--- config.mk ---
export PLATFORM = sky130hd
export DESIGN_NAME = pio_irq_reader_flat
export DESIGN_NICKNAME = d
export VERILOG_FILES = /design/src/rtl/pio_irq_reader_if.sv /design/src/rtl/pio_irq_reader.sv /design/src/flat_wrapper.sv
export SDC_FILE = /design/constraint.sdc
export NUM_CORES = 1
export LEC_CHECK = 0
export CORE_MARGIN = 2
export CORE_UTILIZATION = 57
export DETAILED_ROUTE_END_ITERATION = 8
export DONT_BUFFER_PORTS = 1
export GPL_TIMING_DRIVEN = 0
export PLACE_DENSITY = 0.75
export SLEW_MARGIN = 20
export SYNTH_ARGS = -nofsm -noshare
export SYNTH_HDL_FRONTEND = slang
export SYNTH_SLANG_ARGS = --single-unit
--- constraint.sdc ---
create_clock -name clk -period 1.8 [get_ports clk]
set_input_delay 0.18 -clock clk [delete_from_list [all_inputs] [get_ports clk]]
set_output_delay 0.18 -clock clk [all_outputs]
set_load 0.03 [all_outputs]
--- src/rtl/pio_irq_reader_if.sv ---
// Avalon-MM style bus between pio_irq_reader (master) and the switch PIO (slave).
interface pio_irq_reader_if;
    logic [1:0]  avm_address;
    logic        avm_chipselect;
    logic        avm_write_n;
    logic [31:0] avm_writedata;
    logic [31:0] avm_readdata;

    modport master (
        output avm_address,
        output avm_chipselect,
        output avm_write_n,
        output avm_writedata,
        input  avm_readdata
    );

    modport slave (
        input  avm_address,
        input  avm_chipselect,
        input  avm_write_n,
        input  avm_writedata,
        output avm_readdata
    );
endinterface

--- src/rtl/pio_irq_reader.sv ---
// Reads the switch PIO on interrupt, with a holdoff (debounce) after each capture.
// Define PIO_POLL_EN to add a periodic poll that also catches switch releases.
module pio_irq_reader #(
    parameter logic [9:0]  IRQ_MASK       = 10'h3FF,
    parameter logic [15:0] HOLDOFF_CYCLES = 16'd50000,
    parameter logic [23:0] POLL_PERIOD    = 24'd1000000
) (
    input  logic                     clk,
    input  logic                     reset_n,
    input  logic                     irq,
    pio_irq_reader_if.master         avm,
    output logic [9:0]               sw_value,
    output logic                     sw_valid,
    output logic                     sw_changed,
    output logic [15:0]              event_count
);

    typedef enum logic [2:0] {
        INIT_MASK,
        IDLE,
        RD_REQ,
        RD_WAIT,
        CAPTURE,
        HOLDOFF
    } state_t;

    state_t      state;
    state_t      state_next;
    logic [15:0] holdoff_cnt;
    logic [9:0]  capture;
    logic        start_read;

    logic [1:0]  address_q;
    logic        chipselect_q;
    logic        write_n_q;
    logic [31:0] writedata_q;

    logic [21:0] unused_readdata_hi;
    assign unused_readdata_hi = avm.avm_readdata[31:10];

`ifdef PIO_POLL_EN
    logic [23:0] poll_cnt;
    logic        poll_pending;
    logic        poll_expire;

    assign poll_expire = (state != INIT_MASK) && (poll_cnt == 24'd0);

    // An expiry outside IDLE is remembered so a release is never missed.
    always_ff @(posedge clk or negedge reset_n) begin
        if (!reset_n) begin
            poll_cnt     <= POLL_PERIOD - 24'd1;
            poll_pending <= 1'b0;
        end else begin
            if ((state == RD_REQ) || poll_expire)
                poll_cnt <= POLL_PERIOD - 24'd1;
            else if (state != INIT_MASK)
                poll_cnt <= poll_cnt - 24'd1;

            if (state == RD_REQ)
                poll_pending <= 1'b0;
            else if (poll_expire && (state != IDLE))
                poll_pending <= 1'b1;
        end
    end

    assign start_read = irq || poll_pending || (poll_expire && (state == IDLE));
`else
    logic [23:0] unused_poll_period;
    assign unused_poll_period = POLL_PERIOD;
    assign start_read = irq;
`endif

    always_ff @(posedge clk or negedge reset_n) begin
        if (!reset_n)
            state <= INIT_MASK;
        else
            state <= state_next;
    end

    // The last holdoff cycle doubles as the IDLE decision, so a held irq re-reads without a gap.
    always_comb begin
        state_next = state;
        case (state)
            INIT_MASK: state_next = IDLE;
            IDLE:      if (start_read) state_next = RD_REQ;
            RD_REQ:    state_next = RD_WAIT;
            RD_WAIT:   state_next = CAPTURE;
            CAPTURE:   state_next = HOLDOFF;
            HOLDOFF:   if (holdoff_cnt == 16'd0) state_next = start_read ? RD_REQ : IDLE;
            default:   state_next = INIT_MASK;
        endcase
    end

    always_ff @(posedge clk or negedge reset_n) begin
        if (!reset_n)
            holdoff_cnt <= 16'd0;
        else if (state == CAPTURE)
            holdoff_cnt <= HOLDOFF_CYCLES - 16'd1;
        else if ((state == HOLDOFF) && (holdoff_cnt != 16'd0))
            holdoff_cnt <= holdoff_cnt - 16'd1;
    end

    // Read strobe is registered from the state being entered so it lines up with RD_REQ;
    // the mask write trails INIT_MASK by one cycle because reset holds the bus idle.
    always_ff @(posedge clk or negedge reset_n) begin
        if (!reset_n) begin
            address_q    <= 2'd0;
            chipselect_q <= 1'b0;
            write_n_q    <= 1'b1;
            writedata_q  <= 32'd0;
        end else begin
            address_q    <= 2'd0;
            chipselect_q <= 1'b0;
            write_n_q    <= 1'b1;
            writedata_q  <= 32'd0;
            if (state == INIT_MASK) begin
                address_q    <= 2'd2;
                chipselect_q <= 1'b1;
                write_n_q    <= 1'b0;
                writedata_q  <= {22'b0, IRQ_MASK};
            end else if (state_next == RD_REQ) begin
                chipselect_q <= 1'b1;
            end
        end
    end

    assign avm.avm_address    = address_q;
    assign avm.avm_chipselect = chipselect_q;
    assign avm.avm_write_n    = write_n_q;
    assign avm.avm_writedata  = writedata_q;

    // sw_changed is decided at the RD_WAIT sample so it is high exactly during CAPTURE.
    always_ff @(posedge clk or negedge reset_n) begin
        if (!reset_n) begin
            capture     <= 10'd0;
            sw_value    <= 10'd0;
            sw_valid    <= 1'b0;
            sw_changed  <= 1'b0;
            event_count <= 16'd0;
        end else begin
            sw_changed <= 1'b0;
            if (state == RD_WAIT) begin
                capture    <= avm.avm_readdata[9:0];
                sw_changed <= (avm.avm_readdata[9:0] != sw_value) || !sw_valid;
            end
            if (state == CAPTURE) begin
                sw_value <= capture;
                sw_valid <= 1'b1;
                if (sw_changed)
                    event_count <= event_count + 16'd1;
            end
        end
    end

endmodule
--- src/flat_wrapper.sv ---
// flat-port wrapper written by rule: the top's interface ports become plain ports
module pio_irq_reader_flat 
#(
    parameter logic [9:0]  IRQ_MASK       = 10'h3FF,
    parameter logic [15:0] HOLDOFF_CYCLES = 16'd50000,
    parameter logic [23:0] POLL_PERIOD    = 24'd1000000
)
  (clk, reset_n, irq, sw_value, sw_valid, sw_changed, event_count, avm_avm_address, avm_avm_chipselect, avm_avm_write_n, avm_avm_writedata, avm_avm_readdata);
  pio_irq_reader_if avm_i ();
  input  logic clk;
  input  logic reset_n;
  input  logic irq;
  output logic [9:0] sw_value;
  output logic sw_valid;
  output logic sw_changed;
  output logic [15:0] event_count;
  output wire logic [$bits(avm_i.avm_address)-1:0] avm_avm_address;
  output wire logic [$bits(avm_i.avm_chipselect)-1:0] avm_avm_chipselect;
  output wire logic [$bits(avm_i.avm_write_n)-1:0] avm_avm_write_n;
  output wire logic [$bits(avm_i.avm_writedata)-1:0] avm_avm_writedata;
  input wire logic [$bits(avm_i.avm_readdata)-1:0] avm_avm_readdata;
  assign avm_avm_address = avm_i.avm_address;
  assign avm_avm_chipselect = avm_i.avm_chipselect;
  assign avm_avm_write_n = avm_i.avm_write_n;
  assign avm_avm_writedata = avm_i.avm_writedata;
  assign avm_i.avm_readdata = avm_avm_readdata;
  pio_irq_reader #(.IRQ_MASK(IRQ_MASK), .HOLDOFF_CYCLES(HOLDOFF_CYCLES), .POLL_PERIOD(POLL_PERIOD)) u_core (.clk(clk), .reset_n(reset_n), .irq(irq), .avm(avm_i), .sw_value(sw_value), .sw_valid(sw_valid), .sw_changed(sw_changed), .event_count(event_count));
endmodule
==> summary.txt, run 1 <==
Outcome
  • Status: complete, but fails checks
  • Failing checks: negative setup slack

Drt
  • Per-cell routed wire length: 15.2 um
  • Routed WL: approximately 6500 um
  • ANT nets after route: 0
  • Vias: approximately 2300
  • Vias per cell: 5.35
  • DR iter-0 viols: 79
  • Drc violations: 0
  • Drt pass-1 iters: 4

Global route
  • Grt ovf: 0
  • Gr usage total: 0.219
  • Vias in the first global route: 2150
  • Largest net degree at the start of global routing: 61
  • First-pass GRT wire length: ~10000 um
  • Initial antenna violation count: 0

Logic synthesis
  • Cells after synthesis: 298
  • Yosys cell types: 50
  • Largest cells by area after synthesis: dfrtp_1, buf_4, xnor2_1
  • Mean Syn Cell Area: between 10 and 15 um2
  • Flops & latches, synth: 60
  • Post-synth top flop: dfrtp_1
  • Synth Cell Area: between 0.003 and 0.004 mm2
  • Share of the synthesized area in the top cell type: 0.474
  • Post-synth EDFFs: 0
  • Synth warnings: 0
  • Post-synthesis sequential area ratio: 0.482
  • Synth async-reset ratio: 1.00
  • Synth area leader: dfrtp_1

Layout
  • Layout cells sized above 1: 0.317
  • Area grow syn2layout: 22.1%
  • Final Non-Filler Cells: roughly 430
  • Fillers: 376
  • Final nets: a little under 400
  • Leading cell type in the layout, fill and taps excluded: dfrtp_1
  • Post-route cell area: between 0.003 and 0.004 mm2
  • Most frequent cells in the layout: dfrtp_1, buf_4, nand2_1
  • Antenna diode count: 0
  • Utilization after layout: 0.731

Power and ir drop
  • Worst ir drop on vdd: a little over 1 mV
  • Pwr/cell area: 1440 mW/mm2
  • Leakage power total: between 1.5 and 2 nW

Clocking
  • Clock buffer depth: 2
  • H-Tree Depth: 3
  • TritonCTS sink count: 60
  • Root Driver: clkbuf_8
  • Clock latency on the worst-skew pair: between 300 and 400 ps
  • CTS tree: done
  • CTS buffer count: 9
  • Worst-path clk slew: around 70 ps

Die
  • Die height: about 80 um
  • Io pins: about 100
  • Area of the die: a little over 0.006 mm2
  • Starting density of the core: 0.599
  • Site Rows: 26
  • Die Width: 77.9 um
  • Core area: 0.00520 mm2

STA
  • Tcrit/Tclk final: 1.00
  • Fin. Hold Viols: 0
  • Final Setup Violations: 1
  • Worst Tran Pin Value: about 530 ps
  • Period minus WS final: between 1500 and 2000 ps
  • Final count of pins violating max slew: 0
  • Slew headroom: 0.645
  • Final worst slack: -8.48 ps
  • Fmax: 553 MHz
  • Worst hold margin: 113 ps
  • Clock Skews: between 9 and 10 ps
  • Unrepaired setup endpoints after global routing: true

Placed design
  • Place WS: -306 ps
  • Post-DP Area: ~0.0033 mm2
  • Final GP Congestion: between 0.7 and 0.8
  • Post-Place Cells: 390
  • Port-buffer cells: 0
  • Dpl hpwl: roughly 4200 um

Setup path
  • Critical Path RT: 2070 ps
  • Setup crit start: u_core.holdoff_cnt[0]$_DFFE_PN0P_
  • Crit path to: u_core.holdoff_cnt[11]$_DFFE_PN0P_
  • CP endpoint kind: register
  • CP Class: register to register
  • Reg2Reg Depth: 7
  • WP data arrival: roughly 2100 ps
  • R2R Setup Slk: -8 ps
  • R2r endpoint: u_core.holdoff_cnt[11]$_DFFE_PN0P_
  • Startpoint types: register
  • Critical Path Fanout Max: 7
  • FF-to-FF Start: u_core.holdoff_cnt[0]$_DFFE_PN0P_

Hold path
  • Hold Crit Class: input port to register

Job
  • Max-cap violations: 0
## layout make-up
| type | count | area, um2 | share of cell area |
|---|---|---|---|
| flip-flops and latches | 60 | 1510 | 0.398 |
| multi-input cells | 210 | 1480 | 0.390 |
| plain buffers | 42 | 304 | 0.0799 |
| repair buffers | 24 | 234 | 0.0615 |
| clock buffers | 11 | 141 | 0.0372 |
| well taps | 70 | 87.6 | 0.0230 |
| clock inverters | 5 | 27.5 | 0.00723 |
| inverters | 4 | 15.0 | 0.00395 |
## through the flow
step / power, mW / TNS [ps]
6_report: 5.49 / -8.48
5_1_grt: 5.82 / -103
4_1_cts: 5.31 / -62.9
3_5_place_dp: 4.17 / -4140
3_3_place_gp: 4.09 / -3270
2_1_floorplan: 3.86 / 0
## kinds of logic (layout without fill, tap and decap cells)
group,Yosys count,in the layout,share of synthesized area
xor gates and xnor gates,25,25,0.0703
adders and majority gates,2,2,0.00803
muxes,22,22,0.0751
and+or+nand+nor,115,115,0.206
DFF,60,60,0.482
buffers and inverters,50,86,0.105
other,1,23,0.00120
AOI/OAI and AO/OA,23,23,0.0522
## cells in the mapped netlist (3+ instances only)
cell type  number
dfrtp_1        59
nand2_1        43
buf_4          34
xnor2_1        24
nand3_1        12
nor2_1         12
mux2_2         11
mux2i_1        11
nand4_1         9
clkbuf_1        7
and2_1          5
o21ai_0         5
and3_1          4
inv_1           4
nor4_1          4
a211oi_1        3
a21oi_1         3
and4_1          3
buf_2           3
o211ai_1        3
## power breakdown
| group | switching [mW] | total, mW | internal (mW) |
|---|---|---|---|
| sequential | 0.782 | 2.56 | 1.78 |
| clock | 0.511 | 1.04 | 0.526 |
| combinational | 1.02 | 1.89 | 0.874 |
| total | 2.31 | 5.49 | 3.18 |
## layer usage
metal	wire length, um	track usage	up-vias
li1	-	-	1085
met1	2710	0.275	1088
met2	3150	0.355	91
met3	487	0.0826	13
met4	107	0.0632	0
met5	0	0	-
## sequential cells by signal, summed over array words and instances (netlist names)
register and count:
u_core.avm.avm_chipselect 1, u_core.avm.avm_write_n 1, u_core.avm.avm_writedata 1, u_core.capture 10, u_core.event_count 16, u_core.holdoff_cnt 16, u_core.state 3, u_core.sw_changed 1
u_core.sw_valid 1, u_core.sw_value 10
## worst min-delay path by stage
stage,from,endpoint,slack (ps),cells after the start
after detailed placement,reset_n,u_core.event_count[15]$_DFFE_PN0P_,-110,0
after global placement,reset_n,u_core.event_count[15]$_DFFE_PN0P_,-110,0
after global routing,irq,u_core.state[1]$_DFF_PN0_,110,3
after floorplan,reset_n,u_core.avm.avm_chipselect$_DFF_PN0_,-120,0
after CTS,irq,u_core.state[1]$_DFF_PN0_,100,3
final,irq,u_core.state[1]$_DFF_PN0_,110,3
## worst max-delay path, stage by stage (launching register included)
cell and delay (ps):
dfrtp_1 380, inv_1 90, ha_4 170, nor3b_4 150, buf_4 150, and3_4 170, or4b_1 490, a21oi_2 140
## what timing repair did
action	in CTS	in global routing
endpoints found under the setup margin	37	46
resized for setup	7	35
pin swaps	1	8
buffers inserted	2	9
endpoints found under the hold margin	72	0
hold buffers	13	0
Power figures use the tool's default switching activity.
==> inputs of run 2 (changes only) <==
CORE_ASPECT_RATIO = 1.2   (was unset)
==> run 2 against run 1 <==
Net effect:
- design area up 1.4%
- clock power is 23% higher
- the flow now finishes without violations
- sequential share of layout area down 0.51 points
==> summary.txt, run 2 (synthesis gave the netlist of run 1 again) <==
Outcome
  • Status: complete, no violations

Layout
  • Antenna diode count: 0 (unchanged)
  • Final nets: 389 (+0.26%)
  • Biggest regs: u_core.event_count: 16 flops, u_core.holdoff_cnt: 16 flops
  • Area grow syn2layout: 23.8%
  • Utilization after layout: 0.728 (-0.00286)
  • Layout cells sized above 1: 0.326 (+0.00843)
  • Post-route cell area: 0.00386 mm2 (+1.4%)
  • Most frequent cells in the layout: dfrtp_1, buf_4, nand2_1
  • Leading cell type in the layout, fill and taps excluded: dfrtp_1

Clocking
  • Clock latency on the worst-skew pair: 330 ps (about the same)
  • CTS tree: done
  • TritonCTS sink count: 60 (unchanged)
  • Root Driver: clkbuf_8
  • H-Tree Depth: 3 (unchanged)
  • CTS buffer count: 9 (unchanged)
  • Clock buffer depth: 2 (unchanged)
  • Worst-path clk slew: 70 ps (about the same)

Die
  • Die Width: 71.5 um (-8.3%)
  • Starting density of the core: 0.588 (-0.0105)
  • Site Rows: 29 (+12%)
  • Io pins: 99 (unchanged)
  • Die height: 85 um (+9.1%)
  • Area of the die: 0.00608 mm2 (about the same)
  • Core area: 0.00530 mm2 (+1.8%)

Drt
  • ANT nets after route: 0 (unchanged)
  • Vias per cell: 5.47 (+2.3%)
  • Vias: 2286 (+0.40%)
  • Drt pass-1 iters: 4 (unchanged)
  • Per-cell routed wire length: 15.7 um (+3.5%)
  • Routed WL: 6560 um (+1.6%)
  • Drc violations: 0 (unchanged)
  • DR iter-0 viols: 161 (+100%)

STA
  • Worst Tran Pin Value: 518 ps (-14.0 ps)
  • Final Setup Violations: 0 (-1)
  • Fmax: 559 MHz (+1.1%)
  • Final count of pins violating max slew: 0 (unchanged)
  • Unrepaired setup endpoints after global routing: true
  • Period minus WS final: 1790 ps (-19.0 ps)
  • Fin. Hold Viols: 0 (unchanged)
  • Tcrit/Tclk final: 0.994 (-0.0105)
  • Clock Skews: 10.0 ps (+0.891 ps)
  • Slew headroom: 0.655 (+0.00933)

Setup path
  • CP Class: register to register
  • Critical Path RT: 2000 ps (-70 ps)
  • R2R Setup Slk: 10 ps (+20 ps)
  • CP endpoint kind: register
  • Startpoint types: register
  • Critical Path Fanout Max: 4 (-3)
  • WP data arrival: 1990 ps (-90 ps)

Global route
  • Gr usage total: 0.224 (+0.00472)
  • Vias in the first global route: 2324 (+8.1%)
  • Initial antenna violation count: 0 (unchanged)
  • First-pass GRT wire length: 10700 um (+3.3%)
  • Grt ovf: 0 (unchanged)
  • Largest net degree at the start of global routing: 61 (unchanged)

Placed design
  • Post-DP Area: 0.00328 mm2 (-0.30%)
  • Port-buffer cells: 0 (unchanged)
  • Dpl hpwl: 4090 um (-1.6%)
  • Final GP Congestion: 0.832 (+5.6%)

Power and ir drop
  • Leakage power total: 1.78 nW (+2.1%)
  • Worst ir drop on vdd: 1.20 mV (+19%)
  • Pwr/cell area: 1490 mW/mm2 (+3.1%)

Job
  • Max-cap violations: 0 (unchanged)

Hold path
  • Hold Crit Class: input port to register
## run 2: path summary, 6_finish.rpt
path	depth (start not counted)	to	startpoint
worst max-delay path	5	u_core.holdoff_cnt[5]$_DFFE_PN0P_	u_core.holdoff_cnt[4]$_DFFE_PN0P_
worst min-delay path	4	u_core.sw_changed$_DFF_PN0_	avm_avm_readdata[0]
worst max register to register	5	u_core.holdoff_cnt[5]$_DFFE_PN0P_	u_core.holdoff_cnt[4]$_DFFE_PN0P_
worst min register to register	2	u_core.sw_value[6]$_DFFE_PN0P_	u_core.capture[6]$_DFFE_PN0P_
max in group asynchronous	2	u_core.avm.avm_write_n$_DFF_PN1_	reset_n
min in group asynchronous	2	u_core.state[1]$_DFF_PN0_	reset_n
## run 2: power by group
| part | internal, mW | switching [mW] |
|---|---|---|
| sequential | 1.78 | 0.774 |
| clock | 0.767 | 0.514 |
| combinational | 0.874 | 1.03 |
| total | 3.42 | 2.32 |
## run 2: per-layer routing
layer / vias up / part of all wire / GRT usage
met3: 15 / 0.053 / 0.0534
li1: 1083 / - / -
met1: 1114 / 0.42 / 0.270
met4: 0 / 0.022 / 0.115
met2: 74 / 0.51 / 0.371
met5: - / 0 / 0
## run 2: through the flow
step	TNS, ps	setup slack, ps	power (mW)	cells	hold WS (ps)
2_1_floorplan	0	50.0	3.86	320	-116
3_3_place_gp	-2620	-293	4.10	382	-113
3_5_place_dp	-4150	-360	4.17	382	-114
4_1_cts	-62.0	-33.3	5.56	409	101
5_1_grt	-210	-48.8	6.05	418	160
6_report	0	10.5	5.74	418	113
## run 2: layout make-up
type                       instances  area [um2]
fill                             372        1440
multi-input combinational        210        1500
sequential                        60        1510
tap                               62        77.6
buffer                            42         304
clock inverter                     5        77.6
timing repair buffer              25         241
clock buffer                      10         128
inverter                           4        15.0
## run 2: critical path: stages, from the launching register on
cell      delay, ps
dfrtp_2         430
or4_4           580
nor3_4          270
buf_4           180
a211oi_1         80
mux2i_1         120
## run 2: what timing repair did
item / CTS / global route
buffers inserted: 2 / 10
endpoints found under the hold margin: 72 / 0
setup endpoints to repair: 39 / 47
pin swaps: 1 / 7
hold buffers: 13 / 0
gates resized for setup: 13 / 31
==> inputs of run 3 (changes only) <==
CORE_ASPECT_RATIO = 0.9   (was 1.2)
==> run 3 against run 2 <==
Net effect:
- clock skew down 1.0 ps
- core utilization up 1.1 points
- routed wire length up 4.3%
- final cell count up 1.9%
- the flow now finishes with violations (negative setup slack)
- non-clock buffer count up 2
- via count up 1.8%
- largest cell class unchanged
==> summary.txt, run 3 (synthesis gave the netlist of run 1 again) <==
STA
  • Final count of pins violating max slew: 0 (unchanged)
  • Slew headroom: 0.643 (-0.0119)
  • Unrepaired setup endpoints after global routing: true
  • Worst hold margin: 119 ps (+5.90 ps)
  • Final Setup Violations: 2 (+2)
  • Tcrit/Tclk final: 1.01 (+0.0168)
  • Worst Tran Pin Value: 536 ps (+17.9 ps)
  • Clock Skews: 8.98 ps (-1.01 ps)
  • Fin. Hold Viols: 0 (unchanged)
  • Final worst slack: -19.8 ps (-30.3 ps)
  • Fmax: 550 MHz (-1.7%)
  • Period minus WS final: 1820 ps (+30.3 ps)

Global route
  • First-pass GRT wire length: 10400 um (-2.5%)
  • Gr usage total: 0.234 (+0.0100)
  • Grt ovf: 0 (unchanged)
  • Initial antenna violation count: 0 (unchanged)
  • Vias in the first global route: 2139 (-8.0%)
  • Largest net degree at the start of global routing: 61 (unchanged)

Drt
  • DR iter-0 viols: 194 (+20%)
  • Vias per cell: 5.46 (-0.12%)
  • Routed WL: 6840 um (+4.3%)
  • Per-cell routed wire length: 16.1 um (+2.3%)
  • Vias: 2327 (+1.8%)
  • Drc violations: 0 (unchanged)
  • ANT nets after route: 0 (unchanged)
  • Drt pass-1 iters: 4 (unchanged)

Clocking
  • H-Tree Depth: 3 (unchanged)
  • CTS tree: done
  • CTS buffer count: 9 (unchanged)
  • Root Driver: clkbuf_8
  • Clock buffer depth: 2 (unchanged)
  • Clock latency on the worst-skew pair: 350 ps (+20 ps)
  • Worst-path clk slew: 70 ps (about the same)
  • TritonCTS sink count: 60 (unchanged)

Hold path
  • Hold Crit Class: input port to register

Layout
  • Fillers: 374 (+0.54%)
  • Final nets: 391 (+0.51%)
  • Final Non-Filler Cells: 426 (+1.9%)
  • Layout cells sized above 1: 0.340 (+0.0140)
  • Area grow syn2layout: 24.6%
  • Biggest regs: u_core.event_count: 16 flops, u_core.holdoff_cnt: 16 flops
  • Utilization after layout: 0.739 (+0.0107)
  • Antenna diode count: 0 (unchanged)
  • Most frequent cells in the layout: dfrtp_1, buf_4, nand2_1
  • Leading cell type in the layout, fill and taps excluded: dfrtp_1

Die
  • Area of the die: 0.00608 mm2 (about the same)
  • Core area: 0.00526 mm2 (-0.80%)
  • Io pins: 99 (unchanged)
  • Die Width: 81.9 um (+15%)
  • Starting density of the core: 0.593 (+0.00476)
  • Site Rows: 25 (-14%)
  • Die height: 74.2 um (-13%)

Placed design
  • Port-buffer cells: 0 (unchanged)
  • Final GP Congestion: 0.877 (+5.5%)
  • Post-Place Cells: 387 (+1.3%)
  • Dpl hpwl: 4080 um (-0.25%)

Outcome
  • Failing checks: negative setup slack
  • Status: complete, but fails checks

Setup path
  • CP endpoint kind: register
  • Critical Path RT: 2070 ps (+70 ps)
  • CP peak stage delay: 430 ps (-150 ps)
  • Worst-path cell chain: inv_2 -> ha_4 -> nor3b_4 -> nand4_1 -> buf_4 -> or3_4 -> a21oi_2
  • Critical Path Fanout Max: 4 (unchanged)
  • CP Class: register to register
  • CP top delay family: simple AND/OR/NAND/NOR gates
  • WP data arrival: 2090 ps (+100 ps)
  • Slowest-stage cell, CP: dfrtp_2
  • CP Buf/Inv Count: 2 (+1)
  • Startpoint types: register

Power and ir drop
  • Worst ir drop on vdd: 1.03 mV (-15%)
  • Pwr/cell area: 1510 mW/mm2 (+1.4%)
  • Leakage power total: 1.79 nW (+0.37%)

Job
  • Max-cap violations: 0 (unchanged)
==> run 3: repair_timing <==
item | 4_1_cts | 5_1_grt
endpoints found under the hold margin | 72 | 0
resized for setup | 18 | 24
hold buffers | 13 | 0
pin swaps | 8 | 8
endpoints found under the setup margin | 36 | 44
buffers inserted | 7 | 7
==> run 3: worst paths after layout <==
path,start,end,slack (ps),depth (start not counted)
worst max-delay path,u_core.holdoff_cnt[1]$_DFFE_PN0P_,u_core.holdoff_cnt[10]$_DFFE_PN0P_,-20,7
worst min-delay path,irq,u_core.state[1]$_DFF_PN0_,120,3
worst max register to register,u_core.holdoff_cnt[1]$_DFFE_PN0P_,u_core.holdoff_cnt[10]$_DFFE_PN0P_,-20,7
worst min register to register,u_core.capture[6]$_DFFE_PN0P_,u_core.sw_value[6]$_DFFE_PN0P_,460,2
max in group asynchronous,reset_n,u_core.avm.avm_write_n$_DFF_PN1_,1140,2
min in group asynchronous,reset_n,u_core.event_count[14]$_DFFE_PN0P_,380,2
==> run 3: where the power goes <==
part | internal [mW] | leakage, nW | switching [mW]
clock network | 0.816 | 0.107 | 0.535
registers | 1.78 | 0.732 | 0.780
logic | 0.893 | 0.952 | 1.06
==> run 3: cell type report <==
class	instances	area [um2]	share of cell area
Sequential cell	60	1510	0.390
Multi-Input combinational cell	210	1500	0.385
Buffer	42	304	0.0783
Timing Repair Buffer	27	253	0.0651
Clock buffer	12	145	0.0374
Tap cell	67	83.8	0.0216
Clock inverter	4	72.6	0.0187
Inverter	4	15.0	0.00387
==> run 3: per-stage QoR <==
| stage | area (um2) | setup TNS (ps) | total power, mW | setup WS (ps) |
|---|---|---|---|---|
| after floorplan | 3200 | 0 | 3.86 | 50.0 |
| after global placement | 3280 | -2740 | 4.09 | -272 |
| after detailed placement | 3280 | -3190 | 4.17 | -339 |
| after CTS | 3750 | 0 | 5.68 | 6.19 |
| after global routing | 3880 | -281 | 6.17 | -77.5 |
| final | 3880 | -29.5 | 5.86 | -19.8 |
==> run 3: worst min-delay path, cell delays in order <==
cell     delay, ps
nand2_1         40
nor2_1          80
a22o_1         120
==> run 3: routing by layer <==
| layer | GRT usage | up-vias | part of all wire |
|---|---|---|---|
| li1 | - | 1090 | - |
| met1 | 0.296 | 1107 | 0.40 |
| met2 | 0.368 | 110 | 0.48 |
| met3 | 0.0898 | 20 | 0.093 |
| met4 | 0.0870 | 0 | 0.024 |
| met5 | 0 | - | 0 |
